[src/rtl/ara_cluster_resp_join_pkg.sv]
// ---------------------------------------------------------------------------
// ara_pkg
// Shared types for the Ara cluster response join.
//   resp_join_entry_t : one order-FIFO entry {trans_id, wb}
//   cluster_resp_t    : one per-cluster collect slot payload {result, error}
// The struct field widths follow the package constants below. The join's
// DataWidth / TransIdWidth parameters default to these constants and must
// match them.
// ---------------------------------------------------------------------------
package ara_pkg;

  localparam int unsigned RespJoinDataWidth    = 64;
  localparam int unsigned RespJoinTransIdWidth = 3;

  typedef struct packed {
    logic [RespJoinTransIdWidth-1:0] trans_id;
    logic                            wb;
  } resp_join_entry_t;

  typedef struct packed {
    logic [RespJoinDataWidth-1:0] result;
    logic                         error;
  } cluster_resp_t;

endpackage

[src/rtl/ara_cluster_resp_join_fifo.sv]
// ---------------------------------------------------------------------------
// fifo_v3
// Small synchronous FIFO with the common_cells fifo_v3 interface.
//   clk_i, rst_ni  : clock, asynchronous active-low reset
//   flush_i        : drop all entries
//   testmode_i     : unused here, kept for interface compatibility
//   full_o/empty_o : status flags
//   usage_o        : fill level modulo DEPTH (full_o disambiguates DEPTH)
//   data_i/push_i  : write side (push ignored while full)
//   data_o/pop_i   : read side, data_o shows the head entry
// Storage is reset to zero so the head reads as zero out of reset.
// ---------------------------------------------------------------------------
module fifo_v3 #(
  parameter bit          FALL_THROUGH = 1'b0,
  parameter int unsigned DATA_WIDTH   = 32,
  parameter int unsigned DEPTH        = 8,
  parameter type         dtype        = logic [DATA_WIDTH-1:0],
  parameter int unsigned ADDR_DEPTH   = (DEPTH > 1) ? $clog2(DEPTH) : 1
) (
  input  logic                  clk_i,
  input  logic                  rst_ni,
  input  logic                  flush_i,
  input  logic                  testmode_i,
  output logic                  full_o,
  output logic                  empty_o,
  output logic [ADDR_DEPTH-1:0] usage_o,
  input  dtype                  data_i,
  input  logic                  push_i,
  output dtype                  data_o,
  input  logic                  pop_i
);

  localparam int unsigned FifoDepth = (DEPTH > 0) ? DEPTH : 1;

  logic [ADDR_DEPTH-1:0] read_ptr_reg, write_ptr_reg;
  logic [ADDR_DEPTH:0]   status_cnt_reg;
  dtype                  mem_reg [FifoDepth];
  logic                  push_eff, pop_eff, bypass;
  logic                  unused_testmode;

  assign unused_testmode = testmode_i;

  assign full_o  = (status_cnt_reg == (ADDR_DEPTH+1)'(FifoDepth));
  // In fall-through mode a push into an empty FIFO is visible immediately.
  assign bypass  = FALL_THROUGH && (status_cnt_reg == '0) && push_i;
  assign empty_o = (status_cnt_reg == '0) && !bypass;
  assign usage_o = status_cnt_reg[ADDR_DEPTH-1:0];
  assign data_o  = bypass ? data_i : mem_reg[read_ptr_reg];

  assign push_eff = push_i && !full_o;
  assign pop_eff  = pop_i && !empty_o;

  always_ff @(posedge clk_i or negedge rst_ni) begin
    if (!rst_ni) begin
      read_ptr_reg   <= '0;
      write_ptr_reg  <= '0;
      status_cnt_reg <= '0;
      for (int i = 0; i < FifoDepth; i++) mem_reg[i] <= '0;
    end else if (flush_i) begin
      read_ptr_reg   <= '0;
      write_ptr_reg  <= '0;
      status_cnt_reg <= '0;
    end else if (bypass && pop_i) begin
      // Entry passes straight through; nothing is stored.
      status_cnt_reg <= status_cnt_reg;
    end else begin
      if (push_eff) begin
        mem_reg[write_ptr_reg] <= data_i;
        write_ptr_reg <= (write_ptr_reg == ADDR_DEPTH'(FifoDepth-1)) ? '0 : write_ptr_reg + 1'b1;
      end
      if (pop_eff) begin
        read_ptr_reg <= (read_ptr_reg == ADDR_DEPTH'(FifoDepth-1)) ? '0 : read_ptr_reg + 1'b1;
      end
      if (push_eff && !pop_eff)      status_cnt_reg <= status_cnt_reg + 1'b1;
      else if (!push_eff && pop_eff) status_cnt_reg <= status_cnt_reg - 1'b1;
    end
  end

endmodule

[src/rtl/ara_cluster_resp_join.sv]
// ---------------------------------------------------------------------------
// ara_cluster_resp_join
// Joins per-cluster Ara responses into one in-order response for CVA6.
// Issued requests are recorded in an order FIFO; each cluster fills its own
// collect slot, and the merged response is released once all slots are full.
//   issue_*        : request entering the fork (issue_ready_o = credit left)
//   cluster_resp_* : per-cluster response handshake, result and error
//   resp_*         : merged response toward CVA6
//   mismatch_o     : sticky cluster-result disagreement flag
// Optional feature macro: ARA_RESP_JOIN_CHECK_EN enables the result
// comparator, the sticky mismatch_o flag and a simulation assertion. When
// undefined mismatch_o is tied low.
// ---------------------------------------------------------------------------
module ara_cluster_resp_join
  import ara_pkg::*;
#(
  parameter int unsigned NrClusters     = 2,
  parameter int unsigned MaxOutstanding = 4,
  parameter int unsigned DataWidth      = RespJoinDataWidth,
  parameter int unsigned TransIdWidth   = RespJoinTransIdWidth
) (
  input  logic                            clk_i,
  input  logic                            rst_i,
  input  logic                            issue_valid_i,
  output logic                            issue_ready_o,
  input  logic [TransIdWidth-1:0]         issue_trans_id_i,
  input  logic                            issue_wb_i,
  input  logic [NrClusters-1:0]           cluster_resp_valid_i,
  output logic [NrClusters-1:0]           cluster_resp_ready_o,
  input  logic [NrClusters*DataWidth-1:0] cluster_resp_result_i,
  input  logic [NrClusters-1:0]           cluster_resp_error_i,
  output logic                            resp_valid_o,
  input  logic                            resp_ready_i,
  output logic [TransIdWidth-1:0]         resp_trans_id_o,
  output logic [DataWidth-1:0]            resp_result_o,
  output logic                            resp_error_o,
  output logic                            mismatch_o
);

  localparam int unsigned AddrWidth = $clog2(MaxOutstanding);

  resp_join_entry_t       issue_entry, head_entry;
  logic                   fifo_full, fifo_empty;
  logic [AddrWidth-1:0]   fifo_usage;
  logic [AddrWidth:0]     occupancy;
  logic                   issue_push, retire;

  cluster_resp_t          slot_reg [NrClusters];
  logic [NrClusters-1:0]  collected_reg;
  logic [NrClusters-1:0]  cluster_hs;
  logic [NrClusters-1:0]  slot_error;

  // -------------------------------------------------------------------------
  // Order FIFO
  // -------------------------------------------------------------------------
  assign issue_entry.trans_id = issue_trans_id_i;
  assign issue_entry.wb       = issue_wb_i;

  // usage_o wraps to 0 when full, so full_o supplies the top count.
  assign occupancy     = fifo_full ? (AddrWidth+1)'(MaxOutstanding) : {1'b0, fifo_usage};
  assign issue_ready_o = (occupancy != (AddrWidth+1)'(MaxOutstanding));
  assign issue_push    = issue_valid_i && issue_ready_o;

  fifo_v3 #(
    .FALL_THROUGH (1'b0),
    .DEPTH        (MaxOutstanding),
    .dtype        (resp_join_entry_t)
  ) i_order_fifo (
    .clk_i      (clk_i),
    .rst_ni     (~rst_i),
    .flush_i    (1'b0),
    .testmode_i (1'b0),
    .full_o     (fifo_full),
    .empty_o    (fifo_empty),
    .usage_o    (fifo_usage),
    .data_i     (issue_entry),
    .push_i     (issue_push),
    .data_o     (head_entry),
    .pop_i      (retire)
  );

  // -------------------------------------------------------------------------
  // Collect slots
  // -------------------------------------------------------------------------
  // Ready uses the pre-clear collected bits, so no cluster is accepted in the
  // retire cycle (all bits are set then).
  for (genvar gi = 0; gi < NrClusters; gi++) begin : g_slot
    assign cluster_resp_ready_o[gi] = !fifo_empty && !collected_reg[gi];
    assign cluster_hs[gi]           = cluster_resp_valid_i[gi] && cluster_resp_ready_o[gi];
    assign slot_error[gi]           = slot_reg[gi].error;
  end

  always_ff @(posedge clk_i or posedge rst_i) begin
    if (rst_i) begin
      collected_reg <= '0;
      for (int i = 0; i < NrClusters; i++) slot_reg[i] <= '0;
    end else begin
      for (int i = 0; i < NrClusters; i++) begin
        if (retire) begin
          collected_reg[i] <= 1'b0;
          slot_reg[i]      <= '0;
        end else if (cluster_hs[i]) begin
          collected_reg[i]    <= 1'b1;
          slot_reg[i].result  <= cluster_resp_result_i[i*DataWidth +: DataWidth];
          slot_reg[i].error   <= cluster_resp_error_i[i];
        end
      end
    end
  end

  // -------------------------------------------------------------------------
  // Merge
  // -------------------------------------------------------------------------
  assign resp_valid_o    = &collected_reg;
  assign retire          = resp_valid_o && resp_ready_i;
  assign resp_trans_id_o = head_entry.trans_id;
  assign resp_result_o   = head_entry.wb ? slot_reg[0].result : '0;
  assign resp_error_o    = |slot_error;

  // -------------------------------------------------------------------------
  // Optional result checker
  // -------------------------------------------------------------------------
`ifdef ARA_RESP_JOIN_CHECK_EN
  logic result_diff;
  logic mismatch_reg;

  always_comb begin
    result_diff = 1'b0;
    for (int i = 1; i < NrClusters; i++) begin
      if (slot_reg[i].result != slot_reg[0].result) result_diff = 1'b1;
    end
  end

  // Only scalar-writeback requests carry a meaningful result to compare.
  always_ff @(posedge clk_i or posedge rst_i) begin
    if (rst_i) begin
      mismatch_reg <= 1'b0;
    end else if (resp_valid_o && head_entry.wb && result_diff) begin
      mismatch_reg <= 1'b1;
    end
  end

  assign mismatch_o = mismatch_reg;

`ifndef SYNTHESIS
  always @(posedge clk_i) begin
    if (!rst_i && resp_valid_o && head_entry.wb) begin
      assert (!result_diff)
        else $error("ara_cluster_resp_join: cluster results disagree for trans_id %0d",
                    head_entry.trans_id);
    end
  end
`endif
`else
  assign mismatch_o = 1'b0;
`endif

endmodule

[config.mk]
export PLATFORM = sky130hd
export DESIGN_NAME = ara_cluster_resp_join
export DESIGN_NICKNAME = d
export VERILOG_FILES = /design/src/rtl/ara_cluster_resp_join_pkg.sv /design/src/rtl/ara_cluster_resp_join_fifo.sv /design/src/rtl/ara_cluster_resp_join.sv
export SDC_FILE = /design/constraint.sdc
export NUM_CORES = 1
export LEC_CHECK = 0
export ABC_CLOCK_PERIOD_IN_PS = 7400
export CAP_MARGIN = 25
export CORE_MARGIN = 3
export CORE_UTILIZATION = 44
export DETAILED_ROUTE_END_ITERATION = 10
export PLACE_DENSITY_LB_ADDON = 0.2
export SLEW_MARGIN = 5
export SYNTH_ARGS = -nofsm -noshare
export SYNTH_HDL_FRONTEND = slang
export SYNTH_HIERARCHICAL = 1
export SYNTH_SLANG_ARGS = --single-unit
[constraint.sdc]
create_clock -name clk_i -period 7.4 [get_ports clk_i]
set_clock_uncertainty 0.2 [all_clocks]
set_input_delay 2.22 -clock clk_i [delete_from_list [all_inputs] [get_ports clk_i]]
set_output_delay 2.22 -clock clk_i [all_outputs]
set_load 0.01 [all_outputs]
# After elaboration in Yosys (flattened, before gate mapping)
# Cells that the tools add are included.
word_totals:
  reg_bits: 91
  input_bits: 140
  output_inout_bits: 73
  wordCells: 72
op_classes:
  addsub: 4
  n_lt_le_gt_ge: 3
  n_eq_ne: 4
  muxes: 20
  bitwise_logic: 2
  n_reduce_logical: 23
ops:
  columns: ["operator", "count"]
  rows:
  - ["$mux 65", 2]
  - ["$mux 64", 1]
  - ["$bwmux 16", 1]
  - ["$mux 4", 3]
  - ["$logic_and 1x1->1", 11]
  - ["$mux 3", 3]
  - ["$bmux 4 s2", 1]
  - ["$demux 4 s2", 1]
  - ["$ge 3x3->1 const B", 2]
  - ["$logic_not 1->1", 6]
  - ["$mux 1", 6]
  - ["$not 2->3", 2]
  - ["$reduce_bool 2->1", 3]
  - ["$add 2x1->2 const B", 2]
  - ["$eq 2x2->1 const B", 2]
  - ["$mux 2", 2]
  - ["$add 3x1->3 const B", 1]
  - ["$eq 3x3->1 const B", 1]
  - ["$logic_not 3->1", 1]
  - ["$lt 3x1->1 const B", 1]
  - ["$ne 3x3->1 const B", 1]
  - ["$sub 3x1->3 const B", 1]
  - ["$reduce_and 2->1", 1]
  - ["$reduce_or 2->1", 1]

# Depth between registers and ports, before layout
# Gate-level depths: netlist (run 1).
depth:
  ltp_word: 9
  depth_mapped: 11
  mapped_depth_nobuf: 8

# Hierarchy
# Netlist (run 1), hierarchy kept.
by_module_without_submodules:
  columns: ["module", "n_inst", "cells_per_inst", "area_per_inst_um2", "seq_area_each_um2"]
  rows:
  - ["ara_cluster_resp_join", 1, 238, 2919.0, 1701.6]
  - ["fifo_v3", 1, 104, 1383.8, 575.6]

# Least setup slack after synthesis (run 1)
# OpenSTA, ideal clock, no wires.
synth_timing:
  kind: "input-to-reg"
  startpoint: "input port resp_ready_i"
  endpoint: "register i_order_fifo.status_cnt_reg[2]"
  setup_time_ps: 66
  arrival_time_ps: 3966
  required_time_ps: 7134
  path_slack_ps: 3167
  cell_stages: 9
  n_path_buf: 2
  path_cell_list: "and3_1 -> buf_4 -> buf_2 -> o21ai_0 -> and3_1 -> fa_1 -> a21bo_2 -> a311oi_1 -> o311a_1"
synth_between:
  elab_chain_cells: 5
  elab_cells_between_ends: 7
  classes_between: "1 x mux; 6 x reduce/logical"
synth_rtl:
  columns: ["element", "line_no", "rtl"]
  rows:
  - ["start: declaration", "ara_cluster_resp_join.sv:33", "input logic resp_ready_i,"]
  - ["$logic_and 1x1->1 *", "ara_cluster_resp_join.sv:115", "assign retire = resp_valid_o && resp_ready_i;"]
  - ["named net retire", "ara_cluster_resp_join.sv:46", "logic issue_push, retire;"]
  - ["$logic_and 1x1->1 *", "ara_cluster_resp_join_fifo.sv:51", "assign pop_eff = pop_i && !empty_o;"]
  - ["$logic_not 1->1", "ara_cluster_resp_join_fifo.sv:74", "if (push_eff && !pop_eff) status_cnt_reg <= status_cnt_reg + 1'b1;"]
  - ["$logic_and 1x1->1", "ara_cluster_resp_join_fifo.sv:74", null]
  - ["$mux 3 / $reduce_bool 2->1 (equally long branches)", null, null]
  - ["end signal: assignment", "ara_cluster_resp_join_fifo.sv:65", "status_cnt_reg <= status_cnt_reg;"]
  - ["end signal: assignment", "ara_cluster_resp_join_fifo.sv:74", null]
  - ["end signal: assignment", "ara_cluster_resp_join_fifo.sv:75", "else if (!push_eff && pop_eff) status_cnt_reg <= status_cnt_reg - 1'b1;"]
  - ["end: declaration", "ara_cluster_resp_join_fifo.sv:36", "logic [ADDR_DEPTH:0] status_cnt_reg;"]
# The timed path passes the listed nets; every way through them passes the cells marked *.
# A chain may end at the register's enable or synchronous reset.

==> results of run 1 <==
## critical path: cells and delay by family, from the launching register on
family        cells  cell delay (ns)
mux               1             0.94
flops             1             0.54
buf+inv           1             0.50
simple gates      1             0.33
## through the flow
| step | cells | instance area (um2) |
|---|---|---|
| 6_report | 604 | 5930 |
| 5_1_grt | 604 | 5930 |
| 4_1_cts | 604 | 5930 |
| 3_5_place_dp | 589 | 5760 |
| 3_3_place_gp | 589 | 5760 |
| 2_1_floorplan | 341 | 4290 |
## how the worst max path moves through the flow
stage	endpoint	slack (ns)	cells past startpoint
after global placement	i_order_fifo/status_cnt_reg[2]	2.49	8
after global routing	resp_result_o[45]	2.13	3
after CTS	resp_result_o[29]	2.20	3
after floorplan	collected_reg[0]	2.62	1
final	resp_result_o[29]	2.29	3
after detailed placement	i_order_fifo/status_cnt_reg[2]	2.42	8
## metal layers
layer,vias up,wire length (um),track usage
met4,0,94,0.0590
met1,1532,4630,0.257
met5,-,0,0
met3,8,463,0.0334
met2,82,4880,0.295
li1,1459,-,-
## where the power goes
group          switching [W]  total (W)  internal, W
Clock               0.000180   0.000304     0.000124
Combinational       0.000474    0.00105     0.000573
Sequential          0.000112   0.000794     0.000681
## cells in the final DEF (no fill, tap or decap), types with 2 or more instances in the layout
cell and count:
a21oi_1 2, a22o_1 65, and2_1 65, and3_1 2, buf_4 3, clkbuf_8 9
clkdlybuf4s50_1 147, clkinv_2 2, clkinvlp_4 2, conb_1 2, dfrtp_1 91, ha_1 4
inv_1 7, inv_6 2, mux2_4 16, mux2i_1 3, mux4_2 4, nand3_1 2
nand3_4 4, nand3b_1 2, nor2_1 12, o211ai_1 2, o21ai_0 4, o31ai_1 2
xor2_1 2
## layout make-up
type	instances	area (um2)	share of cell area
clock buffers	9	124	0.0209
multi-input cells	210	1790	0.302
well taps	129	161	0.0272
inverters	9	35.0	0.00591
repair buffers	150	1490	0.252
clock inverters	6	48.8	0.00823
flip-flops and latches	91	2280	0.384
==> flow_summary_export.csv, run 1 <==
group,metric,value,unit
global_route,antenna_found_initial,0,
die,num_io_pins,213,
pwr,vdd_drop_max,0.194,mV
setup_path,worst_ep_required_time,4.98,ns
routing,avgViaCountPerCell,5.10,
timing,holdWs,0.294,ns
die,initial_core_util,0.458,
clock_tree,cts.clk_slew.worst_paths,0.09,ns
layout,area_growth,38.3,%
die,num_rows,35,
layout,fill_cells,782,
timing,rsz0062_at_grt,"false",
placement,port_buffers,147,
placement,place_hpwl,6.84,mm
logic_synthesis,netlist_instances,340,
min_path,whs_endpoint,"slot_reg[76]",
setup_path,path_max_fanout,64,
routing,postRouteAntennaNets,0,
timing,hold_viol,0,
setup_path,rr_endpoint,"i_order_fifo/status_cnt_reg[2]",
setup_path,crit_path_start,"i_order_fifo/read_ptr_reg[0]",
timing,worst_pin_slew,0.921,ns
routing,drt_iter0_drc,81,
die,die_y,105,um
min_path,min_path_type,"flip-flop to flip-flop",
die,die_area,0.0110,mm2
pwr,finalPower,0.00214,W
timing,finalSetupViolations,0,
clock_tree,cts_buffers,9,
setup_path,worst_ep_arrival_time,2.69,ns
timing,period_share,0.690,
die,core,0.00937,mm2
run_status,status,"finished clean",
clock_tree,cts-htree-levels,3,
setup_path,end_kind,"primary output",
clock_tree,cts_setup_buffers,0,
routing,wl_per_cell,16.7,um
layout,num_antenna_cells,0,
run,cap_violations,0,
clock_tree,clk_root_buffer_cell,"clkbuf_8",
setup_path,r2r_start,"i_order_fifo/status_cnt_reg[2]",
global_route,grt_pass1_wl,16.4,mm
timing,worst_slack,2.29,ns
clock_tree,cts_hold_buffers,0,
layout,drive_gt1_frac,0.105,
timing,period_minus_slack,5.11,ns
logic_synthesis,yosysWarningCount,6,
routing,first_pass_iters,5,
setup_path,worst_r2r_path_depth,8,
clock_tree,clk_latency,0.34,ns
layout,final_util,0.633,
placement,gp_congestion,0.758,
setup_path,startpoint_type,"flip-flop",
layout,final_net_count,616,
die,die_x,105,um
clock_tree,cts_resized,0,
setup_path,path_cells,"mux4_2, and2_1, clkdlybuf4s50_1",
global_route,grt_pass1_vias,3127,
routing,vias,3081,
global_route,grt_max_degree,67,
global_route,overflow,0,
timing,slew_viol_final,0,
min_path,hold-path-cell-count,1,
logic_synthesis,syn_area_per_cell,12.6,um2
min_path,min-delay-start,"slot_reg[76]",
timing,slew_headroom,0.386,
clock_tree,cts.path.max_buffers,2,
routing,post-route-drc-count,0,
placement,pre_cts_slack,2.42,ns
setup_path,worst_path_max_delay_cell,"mux4_2",
timing,tns,0,ns
setup_path,critPathKind,"flip-flop to primary output",
logic_synthesis,synth_area,0.00429,mm2
pwr,power_density,362,mW/mm2
clock_tree,cts_tree,"built",
routing,wl,10.1,mm
setup_path,reg2reg_setup_slack,4.37,ns
setup_path,crit_path_max_incr_delay,0.94,ns
pwr,power.leakage,2.66,nW
layout,largest_reg_flops,64,
clock_tree,clock-sinks,91,
global_route,track_usage,0.185,
timing,fmax,196,MHz
Note: power is estimated with default switching activity, not from simulation.
==> inputs of run 2 (changes only) <==
- ABC_CLOCK_PERIOD_IN_PS: 7400 -> 4100
- CORE_UTILIZATION: 44 -> 37
- clock period: 7.4 -> 4.1 ns (I/O delays scaled with it)
==> run 2 against run 1 <==
Non-clock buffer count up 6. Cell count up 2.6%. Sequential power up 80%. Register-to-register slack worse by 3.3 ns. First-iteration DRC count rose to 2.6 times the previous value. Global-route usage down 2.2 points. Sequential share of layout area down 1.4 points. Worst setup slack worse by 1.7 ns. Via count up 0.65%. Sequential cell count unchanged. Die area up 18%. Clock-buffer cell count up 1. Largest cell class unchanged. Highest routed layer unchanged.
==> flow_summary_export.csv, run 2 (same netlist as run 1, synthesis figures left out) <==
group,metric,value,unit
run_status,status,"finished clean",
setup_path,startpoint_type,"flip-flop",
clock_tree,cts_resized,0,
timing,fmax,281,MHz
pwr,vdd_drop_max,0.282,mV
routing,post-route-drc-count,0,
layout,drive_gt1_frac,0.115,
routing,first_pass_iters,4,
setup_path,path_max_fanout,64,
min_path,hold-path-cell-count,1,
layout,num_antenna_cells,0,
setup_path,worst_path_max_delay_cell,"mux4_2",
layout,largest_reg_flops,64,
die,num_io_pins,213,
pwr,power.internal,0.00286,W
die,die_x,114,um
timing,finalSetupViolations,0,
layout,area_growth,43.6,%
clock_tree,clk_root_buffer_cell,"clkbuf_16",
setup_path,critical_path_depth,4,
placement,pre_cts_slack,0.581,ns
routing,wl,10.3,mm
die,initial_core_util,0.387,
pwr,p_sw,0.00139,W
routing,drt_iter0_drc,207,
clock_tree,cts-htree-levels,3,
pwr,pwr-share-clk,0.206,
die,die_area,0.0129,mm2
timing,worst_slack,0.542,ns
global_route,track_usage,0.163,
setup_path,worst_r2r_path_depth,9,
placement,gp_congestion,0.769,
setup_path,path_buf_inv,2,
placement,placed_cell_area,0.00584,mm2
clock_tree,cts_tree,"built",
routing,postRouteAntennaNets,0,
pwr,p_seq_frac,0.337,
pwr,power_density,690,mW/mm2
pwr,power.leakage,2.77,nW
clock_tree,cts.clk_slew.worst_paths,0.06,ns
timing,tns,0,ns
global_route,antenna_found_initial,0,
global_route,grt_pass1_wl,16.9,mm
placement,place_hpwl,7.09,mm
pwr,comb_power_share,0.458,
timing,slew_headroom,0.501,
run,cap_violations,0,
setup_path,path_cells,"mux4_2, buf_12, and2_1, clkdlybuf4s50_1",
timing,worst_pin_slew,0.743,ns
clock_tree,cts_hold_buffers,0,
global_route,grt_max_degree,65,
routing,avgViaCountPerCell,5.00,
min_path,min_path_type,"flip-flop to flip-flop",
timing,period_minus_slack,3.56,ns
clock_tree,cts.path.max_buffers,2,
pwr,finalPower,0.00425,W
layout,final_area,0.00616,mm2
layout,final_cell_mix,"clkdlybuf4s50_1 (147), dfrtp_1 (91), a22o_1 (65), and2_1 (65), mux2_4 (16)",
clock_tree,clock-sinks,91,
die,core,0.0111,mm2
clock_tree,cts_setup_buffers,0,
routing,wl_per_cell,16.6,um
placement,port_buffers,147,
setup_path,crit_family,"buffers and inverters",
setup_path,end_kind,"primary output",
global_route,overflow,0,
layout,layout_commonest_cell,"clkdlybuf4s50_1",
global_route,grt_pass1_vias,3173,
timing,hold_viol,0,
setup_path,worst_ep_arrival_time,2.13,ns
timing,period_share,0.868,
pwr,switching_share,0.328,
routing,vias,3101,
setup_path,worst_ep_required_time,2.67,ns
layout,final_net_count,622,
die,die_y,114,um
setup_path,crit_path_max_incr_delay,0.53,ns
clock_tree,cts_buffers,9,
setup_path,critPathKind,"flip-flop to primary output",
clock_tree,clk_latency,0.33,ns
layout,final_util,0.556,
timing,slew_viol_final,0,
die,num_rows,38,
timing,rsz0062_at_grt,"false",
## run 2: metal layers
| layer | global-route usage | vias up | share of wire |
|---|---|---|---|
| met4 | 0.0489 | 0 | 0.014 |
| met5 | 0 | - | 0 |
| met3 | 0.0255 | 11 | 0.055 |
| met1 | 0.236 | 1511 | 0.47 |
| li1 | - | 1472 | - |
| met2 | 0.252 | 107 | 0.46 |
## run 2: final cells by class
type / count / area, um2
Timing Repair Buffer: 156 / 1560
Fill cell: 963 / 4920
Clock buffer: 10 / 239
Inverter: 9 / 35.0
Clock inverter: 4 / 76.3
Sequential cell: 91 / 2280
Tap cell: 140 / 175
Multi-Input combinational cell: 210 / 1790
## run 2: path summary, 6_finish.rpt
path / end / from / slack, ns
hold / removal: slot_reg[78] / slot_reg[78] / 0.29
hold reg to reg: slot_reg[78] / slot_reg[78] / 0.29
setup reg to reg: i_order_fifo/status_cnt_reg[2] / i_order_fifo/status_cnt_reg[1] / 1.08
min in group asynchronous: slot_reg[108] / rst_i / 1.09
setup / recovery: resp_result_o[37] / i_order_fifo/read_ptr_reg[0] / 0.54
max in group asynchronous: slot_reg[116] / rst_i / 1.90
## run 2: per-stage QoR
stage                     hold WS, ns  std cells
after floorplan                 0.258        341
after global placement          0.275        606
after detailed placement        0.274        606
after CTS                       0.295        620
after global routing            0.303        620
final                           0.291        620
## run 2: power groups by stage
stage          Sequential [W]  Clock (W)  Combinational (W)
2_1_floorplan         0.00136          0            0.00131
3_3_place_gp          0.00143          0            0.00195
3_5_place_dp          0.00144          0            0.00197
4_1_cts               0.00143   0.000899            0.00199
5_1_grt               0.00147   0.000936            0.00213
6_report              0.00143   0.000875            0.00195
